<file path="src/rtl/parking_session_table.sv">
// Per-car entry timestamp table: reports parking duration on exit, flags entry/exit errors and tracks occupancy.
// Optional overstay scanner is built when OVERSTAY_SCAN_EN is defined.
module parking_session_table #(
  parameter int NUM_SLOTS = 15,
  parameter int ID_W      = 4,
  parameter int TS_W      = 16,
  parameter int MIN_DUR   = 1,
  parameter int CNT_W     = $clog2(NUM_SLOTS + 1)
) (
  input  logic             clk,
  input  logic             reset,
  input  logic [TS_W-1:0]  now,
  input  logic             entry_valid,
  input  logic [ID_W-1:0]  entry_id,
  input  logic             exit_valid,
  input  logic [ID_W-1:0]  exit_id,
  output logic             dur_valid,
  output logic [ID_W-1:0]  dur_id,
  output logic [TS_W-1:0]  dur_out,
  output logic [1:0]       entry_err,
  output logic [1:0]       exit_err,
  output logic [CNT_W-1:0] occupancy,
  output logic             full
`ifdef OVERSTAY_SCAN_EN
  ,
  input  logic [TS_W-1:0]  overstay_limit,
  output logic             overstay_valid,
  output logic [ID_W-1:0]  overstay_id
`endif
);

  localparam logic [ID_W-1:0] MAX_ID    = ID_W'(NUM_SLOTS);
  localparam logic [TS_W-1:0] MIN_DUR_V = TS_W'(MIN_DUR);

  logic [NUM_SLOTS-1:0] present_q, present_d;
  logic [TS_W-1:0]      ts_q [NUM_SLOTS];
  logic [TS_W-1:0]      ts_d [NUM_SLOTS];
  logic [CNT_W-1:0]     occupancy_q, occupancy_d;
  logic                 dur_valid_q, dur_valid_d;
  logic [ID_W-1:0]      dur_id_q, dur_id_d;
  logic [TS_W-1:0]      dur_out_q, dur_out_d;
  logic [1:0]           entry_err_q, entry_err_d;
  logic [1:0]           exit_err_q, exit_err_d;

  logic                 entry_id_ok, exit_id_ok, exit_ok, entry_ok;
  logic [NUM_SLOTS-1:0] entry_sel, exit_sel, exit_clr, entry_set, present_mid;
  logic [TS_W-1:0]      exit_ts, exit_age;

  // Session bookkeeping: exit is resolved first so a same-ID entry sees the freed slot.
  always_comb begin
    present_d   = present_q;
    ts_d        = ts_q;
    occupancy_d = occupancy_q;
    dur_valid_d = 1'b0;
    dur_id_d    = dur_id_q;
    dur_out_d   = dur_out_q;
    entry_err_d = 2'b00;
    exit_err_d  = 2'b00;
    exit_ts     = '0;

    entry_id_ok = (entry_id != '0) && (entry_id <= MAX_ID);
    exit_id_ok  = (exit_id != '0) && (exit_id <= MAX_ID);
    for (int i = 0; i < NUM_SLOTS; i++) begin
      entry_sel[i] = entry_valid && entry_id_ok && (entry_id == ID_W'(i + 1));
      exit_sel[i]  = exit_valid && exit_id_ok && (exit_id == ID_W'(i + 1));
      exit_ts      = exit_ts | ({TS_W{exit_sel[i]}} & ts_q[i]);
    end
    exit_ok  = |(exit_sel & present_q);
    exit_age = now - exit_ts;

    if (!exit_valid) begin
      exit_err_d = 2'b00;
    end else if (!exit_id_ok) begin
      exit_err_d = 2'b11;
    end else if (exit_ok) begin
      dur_valid_d = 1'b1;
      dur_id_d    = exit_id;
      dur_out_d   = (exit_age < MIN_DUR_V) ? MIN_DUR_V : exit_age;
    end else begin
      exit_err_d = 2'b10;
    end

    exit_clr    = exit_ok ? exit_sel : '0;
    present_mid = present_q & ~exit_clr;
    entry_ok    = entry_valid && entry_id_ok && ((entry_sel & present_mid) == '0);

    if (!entry_valid) begin
      entry_err_d = 2'b00;
    end else if (!entry_id_ok) begin
      entry_err_d = 2'b11;
    end else if (!entry_ok) begin
      entry_err_d = 2'b01;
    end else begin
      entry_err_d = 2'b00;
    end

    entry_set = entry_ok ? entry_sel : '0;
    present_d = present_mid | entry_set;
    for (int i = 0; i < NUM_SLOTS; i++) begin
      ts_d[i] = entry_set[i] ? now : ts_q[i];
    end
    occupancy_d = occupancy_q + CNT_W'(entry_ok) - CNT_W'(exit_ok);
  end

  // Table and response registers.
  always_ff @(posedge clk) begin
    if (reset) begin
      present_q   <= '0;
      occupancy_q <= '0;
      dur_valid_q <= 1'b0;
      dur_id_q    <= '0;
      dur_out_q   <= '0;
      entry_err_q <= 2'b00;
      exit_err_q  <= 2'b00;
      for (int i = 0; i < NUM_SLOTS; i++) begin
        ts_q[i] <= '0;
      end
    end else begin
      present_q   <= present_d;
      occupancy_q <= occupancy_d;
      dur_valid_q <= dur_valid_d;
      dur_id_q    <= dur_id_d;
      dur_out_q   <= dur_out_d;
      entry_err_q <= entry_err_d;
      exit_err_q  <= exit_err_d;
      for (int i = 0; i < NUM_SLOTS; i++) begin
        ts_q[i] <= ts_d[i];
      end
    end
  end

  assign dur_valid = dur_valid_q;
  assign dur_id    = dur_id_q;
  assign dur_out   = dur_out_q;
  assign entry_err = entry_err_q;
  assign exit_err  = exit_err_q;
  assign occupancy = occupancy_q;
  assign full      = (occupancy_q == CNT_W'(NUM_SLOTS));

`ifdef OVERSTAY_SCAN_EN
  logic [ID_W-1:0]      scan_ptr_q, scan_ptr_d;
  logic [NUM_SLOTS-1:0] reported_q, reported_d;
  logic                 overstay_valid_q, overstay_valid_d;
  logic [ID_W-1:0]      overstay_id_q, overstay_id_d;
  logic [NUM_SLOTS-1:0] scan_sel;
  logic [TS_W-1:0]      scan_ts, scan_age;
  logic                 scan_hit;

  // Round-robin scan; a slot leaving this cycle is skipped and its report flag re-armed.
  always_comb begin
    scan_ts = '0;
    for (int i = 0; i < NUM_SLOTS; i++) begin
      scan_sel[i] = (scan_ptr_q == ID_W'(i + 1));
      scan_ts     = scan_ts | ({TS_W{scan_sel[i]}} & ts_q[i]);
    end
    scan_age         = now - scan_ts;
    scan_hit         = (|(scan_sel & present_q & ~reported_q & ~exit_clr)) && (scan_age > overstay_limit);
    overstay_valid_d = scan_hit;
    overstay_id_d    = scan_hit ? scan_ptr_q : overstay_id_q;
    reported_d       = (reported_q & ~exit_clr) | (scan_hit ? scan_sel : '0);
    scan_ptr_d       = (scan_ptr_q >= MAX_ID) ? ID_W'(1) : scan_ptr_q + ID_W'(1);
  end

  // Scanner registers.
  always_ff @(posedge clk) begin
    if (reset) begin
      scan_ptr_q       <= ID_W'(1);
      reported_q       <= '0;
      overstay_valid_q <= 1'b0;
      overstay_id_q    <= '0;
    end else begin
      scan_ptr_q       <= scan_ptr_d;
      reported_q       <= reported_d;
      overstay_valid_q <= overstay_valid_d;
      overstay_id_q    <= overstay_id_d;
    end
  end

  assign overstay_valid = overstay_valid_q;
  assign overstay_id    = overstay_id_q;
`endif

endmodule

</file>
<file path="config.mk">
export PLATFORM = sky130hd
export DESIGN_NAME = parking_session_table
export DESIGN_NICKNAME = d
export VERILOG_FILES = /design/src/rtl/parking_session_table.sv
export SDC_FILE = /design/constraint.sdc
export NUM_CORES = 1
export LEC_CHECK = 0
export CELL_PAD_IN_SITES_DETAIL_PLACEMENT = 0
export CELL_PAD_IN_SITES_GLOBAL_PLACEMENT = 1
export CORE_ASPECT_RATIO = 1.1
export CORE_UTILIZATION = 43
export CTS_BUF_LIST = sky130_fd_sc_hd__clkbuf_4
export CTS_CLUSTER_SIZE = 20
export DETAILED_ROUTE_END_ITERATION = 7
export GPL_TIMING_DRIVEN = 0
export HOLD_SLACK_MARGIN = 0.1
export PLACE_DENSITY = 0.78
export SKIP_LAST_GASP = 1
export SYNTH_ARGS = -nofsm -noshare
export SYNTH_HDL_FRONTEND = slang
export SYNTH_SLANG_ARGS = --single-unit
</file>
<file path="constraint.sdc">
create_clock -name clk -period 3.8 [get_ports clk]
set_input_delay 0.76 -clock clk [delete_from_list [all_inputs] [get_ports clk]]
set_output_delay 0.76 -clock clk [all_outputs]
set_load 0.01 [all_outputs]
</file>
==> impl_metrics.sql <==
INSERT INTO impl_metrics (metric_group, metric, value, unit) VALUES
('critical_path', 'crit_path_max_fanout', '7', ''),
('finish', 'drive_gt1_frac', '0.175', ''),
('clock_tree', 'clock_tree.buffer_depth', '3', ''),
('synth', 'synthArstFlopShare', '0', ''),
('clock_tree', 'clk-insertion-delay-late', '760', 'ps'),
('timing', 'post-route-period-util', '1.07', ''),
('grt', 'gr-usage-all-layers', '0.367', ''),
('finish', 'layout.nets', '1777', ''),
('timing', 'timing.final.ws_setup', '-249', 'ps'),
('die', 'initial_core_util', '0.439', ''),
('power_and_ir_drop', 'power_density', '412', 'nW/um^2'),
('synth', 'post_synth.cell_area_avg', '8.39', 'sq um'),
('finish', 'syn_to_final_growth', '21.7', '%'),
('place', 'place_ws', '-1720', 'ps'),
('grt', 'grt_remaining_overflow', '0', ''),
('synth', 'synth.yosys.warnings', '0', ''),
('drt', 'initialDrtViolationCount', '1717', ''),
('finish', 'postLayoutCoreUtil', '0.534', ''),
('die', 'std_cell_rows', '66', ''),
('grt', 'first_pass_grt_wire_length', '82200', 'microns'),
('critical_path', 'worstPathArrival', '4670', 'ps'),
('finish', 'sequential_cell_area', '5690', 'sq um'),
('synth', 'synth_flop_cell', 'sky130_fd_sc_hd__dfxtp_1', ''),
('die', 'design.die.area', '31000', 'sq um'),
('finish', 'postLayoutCellArea', '15800', 'sq um'),
('worst_hold_path', 'min-delay-path-class', 'in2reg', ''),
('grt', 'antenna_violations_before_repair', '1', ''),
('clock_tree', 'htree_levels', '3', ''),
('timing', 'worst_pin_slew', '1010', 'ps'),
('die', 'placeableCoreArea', '29600', 'sq um'),
('power_and_ir_drop', 'report.power.total', '6.53', 'mW'),
('synth', 'synthesized_netlist_cell_count', '1551', ''),
('critical_path', 'cp_common_cell', 'sky130_fd_sc_hd__buf_6', ''),
('job', 'max_cap_violations', '0', ''),
('power_and_ir_drop', 'ir_worst_vdd', '0.167', 'mV'),
('critical_path', 'cp-end-kind', 'flip-flop', ''),
('finish', 'layout.cells.non_filler', '2154', ''),
('synth', 'synth_edf_count', '0', ''),
('clock_tree', 'numClockSinks', '284', ''),
('grt', 'grt_start_max_net_pins', '13', ''),
('drt', 'via_count', '13300', ''),
('timing', 'rsz0062_at_grt', 'true', ''),
('timing', 'final.setup.tns', '-537', 'ps'),
('outcome', 'violations', 'negative setup slack', ''),
('power_and_ir_drop', 'power.static_leakage', '6.17', 'nW'),
('place', 'gp_routability_congestion', '0.984', ''),
('timing', 'final-setup-viol-count', '3', ''),
('clock_tree', 'clock_transition_at_the_registers_of_the_reported_paths', '70', 'ps'),
('timing', 'holdWs', '368', 'ps'),
('finish', 'nFillCells', '2856', ''),
('clock_tree', 'postCtsHoldBufs', '0', ''),
('timing', 'skew', '72.0', 'ps'),
('die', 'io_pins', '58', ''),
('drt', 'drt-total-wl', '56900', 'microns'),
('place', 'port-buffer-count', '50', ''),
('synth', 'yosys.cell_types.count', '73', ''),
('clock_tree', 'tritoncts.num_buffers', '78', ''),
('critical_path', 'timing_worst_setup_path_type', 'in2reg', ''),
('synth', 'synth_area', '13000', 'sq um'),
('place', 'post_dp_cell_area', '14100', 'sq um'),
('critical_path', 'cp_cell_sequence', 'buf_6 -> buf_6 -> nand3_4 -> clkbuf_16 -> nor2_4 -> clkbuf_8 -> a222oi_1 -> nand4_1 -> ha_2 -> fa_2 -> nand2b_4 -> a21oi_4 -> o31ai_4 -> a31oi_4 -> a2111oi_4 -> a311o_1 -> o31ai_1', ''),
('critical_path', 'ff2ff_setup_slack', '170', 'ps'),
('place', 'detailed_place_hpwl', '38900', 'microns'),
('critical_path', 'timing.critical_path.from_type', 'input pin', ''),
('drt', 'drt_pass1_iterations', '8', ''),
('die', 'die_height', '184', 'microns'),
('synth', 'synth_nets', '1601', ''),
('drt', 'avg_wl_per_cell', '26.4', 'microns'),
('timing', 'time_the_worst_path_needs_with_i_o_delays_and_setup', '4050', 'ps'),
('clock_tree', 'tritoncts_clock_tree', 'built', ''),
('outcome', 'run_status', 'finished with violations', '');
==> area by class of cell <==
type                            instances  share of cell area
Antenna cell                            1            0.000158
Sequential cell                       284               0.359
Inverter                               28             0.00664
Clock inverter                         12             0.00593
Tap cell                              374              0.0295
Multi-Input combinational cell       1102               0.429
Buffer                                136              0.0583
Timing Repair Buffer                   97              0.0546
Clock buffer                          120              0.0569
==> registers in the layout, summed over array words and instances, names as in the netlist <==
register and count:
dur_id 4, occupancy 4, present_q 15, dur_valid 1, dur_out 16, entry_err 2
exit_err 2, ts_q 240
==> power by group <==
part	internal, mW	switching, mW	leakage, nW
registers	3.01	0.0236	2.29
logic	0.208	0.434	3.29
clock network	1.50	1.36	0.589
==> cell families (layout without fill, tap and decap cells) <==
group                    count (synthesis)  in the layout  share of synthesized area
multiplexers                            99             99                     0.0765
buffers and inverters                  165            393                     0.0650
AND/OR/NAND/NOR                        471            471                      0.162
XOR/XNOR                                14             14                    0.00943
flip-flops                             284            284                      0.437
AO/OA/AOI/OAI                          496            496                      0.228
adder cells (fa/ha/maj)                 22             22                     0.0223
other                                    0              1                          0
==> cell usage after synthesis (all sizes together) (20+ instances only) <==
master	number	area [sq um]
nand2	195	734
mux2i	96	961
clkbuf	91	380
ha	20	250
inv	28	105
a21oi	195	976
nor2	161	629
nand3	36	190
buf	46	360
o21ai	143	716
a22oi	92	691
dfxtp	284	5690
==> routing by layer <==
| layer | up-vias | global-route usage | part of all wire |
|---|---|---|---|
| met1 | 6316 | 0.454 | 0.39 |
| met3 | 230 | 0.0923 | 0.11 |
| li1 | 5909 | - | - |
| met5 | - | 0 | 0 |
| met4 | 0 | 0.207 | 0.058 |
| met2 | 869 | 0.583 | 0.44 |
==> what timing repair did <==
| item | 4_1_cts | 5_1_grt |
|---|---|---|
| setup buffers | 37 | 10 |
| setup endpoints to repair | 16 | 14 |
| resized for setup | 54 | 23 |
| pin swaps | 24 | 17 |
==> worst paths after layout <==
kind / from / end / cells past startpoint
setup / recovery: exit_id[1] / dur_out[0] / 17
hold / removal: exit_valid / exit_err[1] / 2
setup reg to reg: ts_q[16] / dur_out[0] / 11
hold reg to reg: dur_out[2] / dur_out[2] / 2
Note: power is estimated with default switching activity, not from simulation.
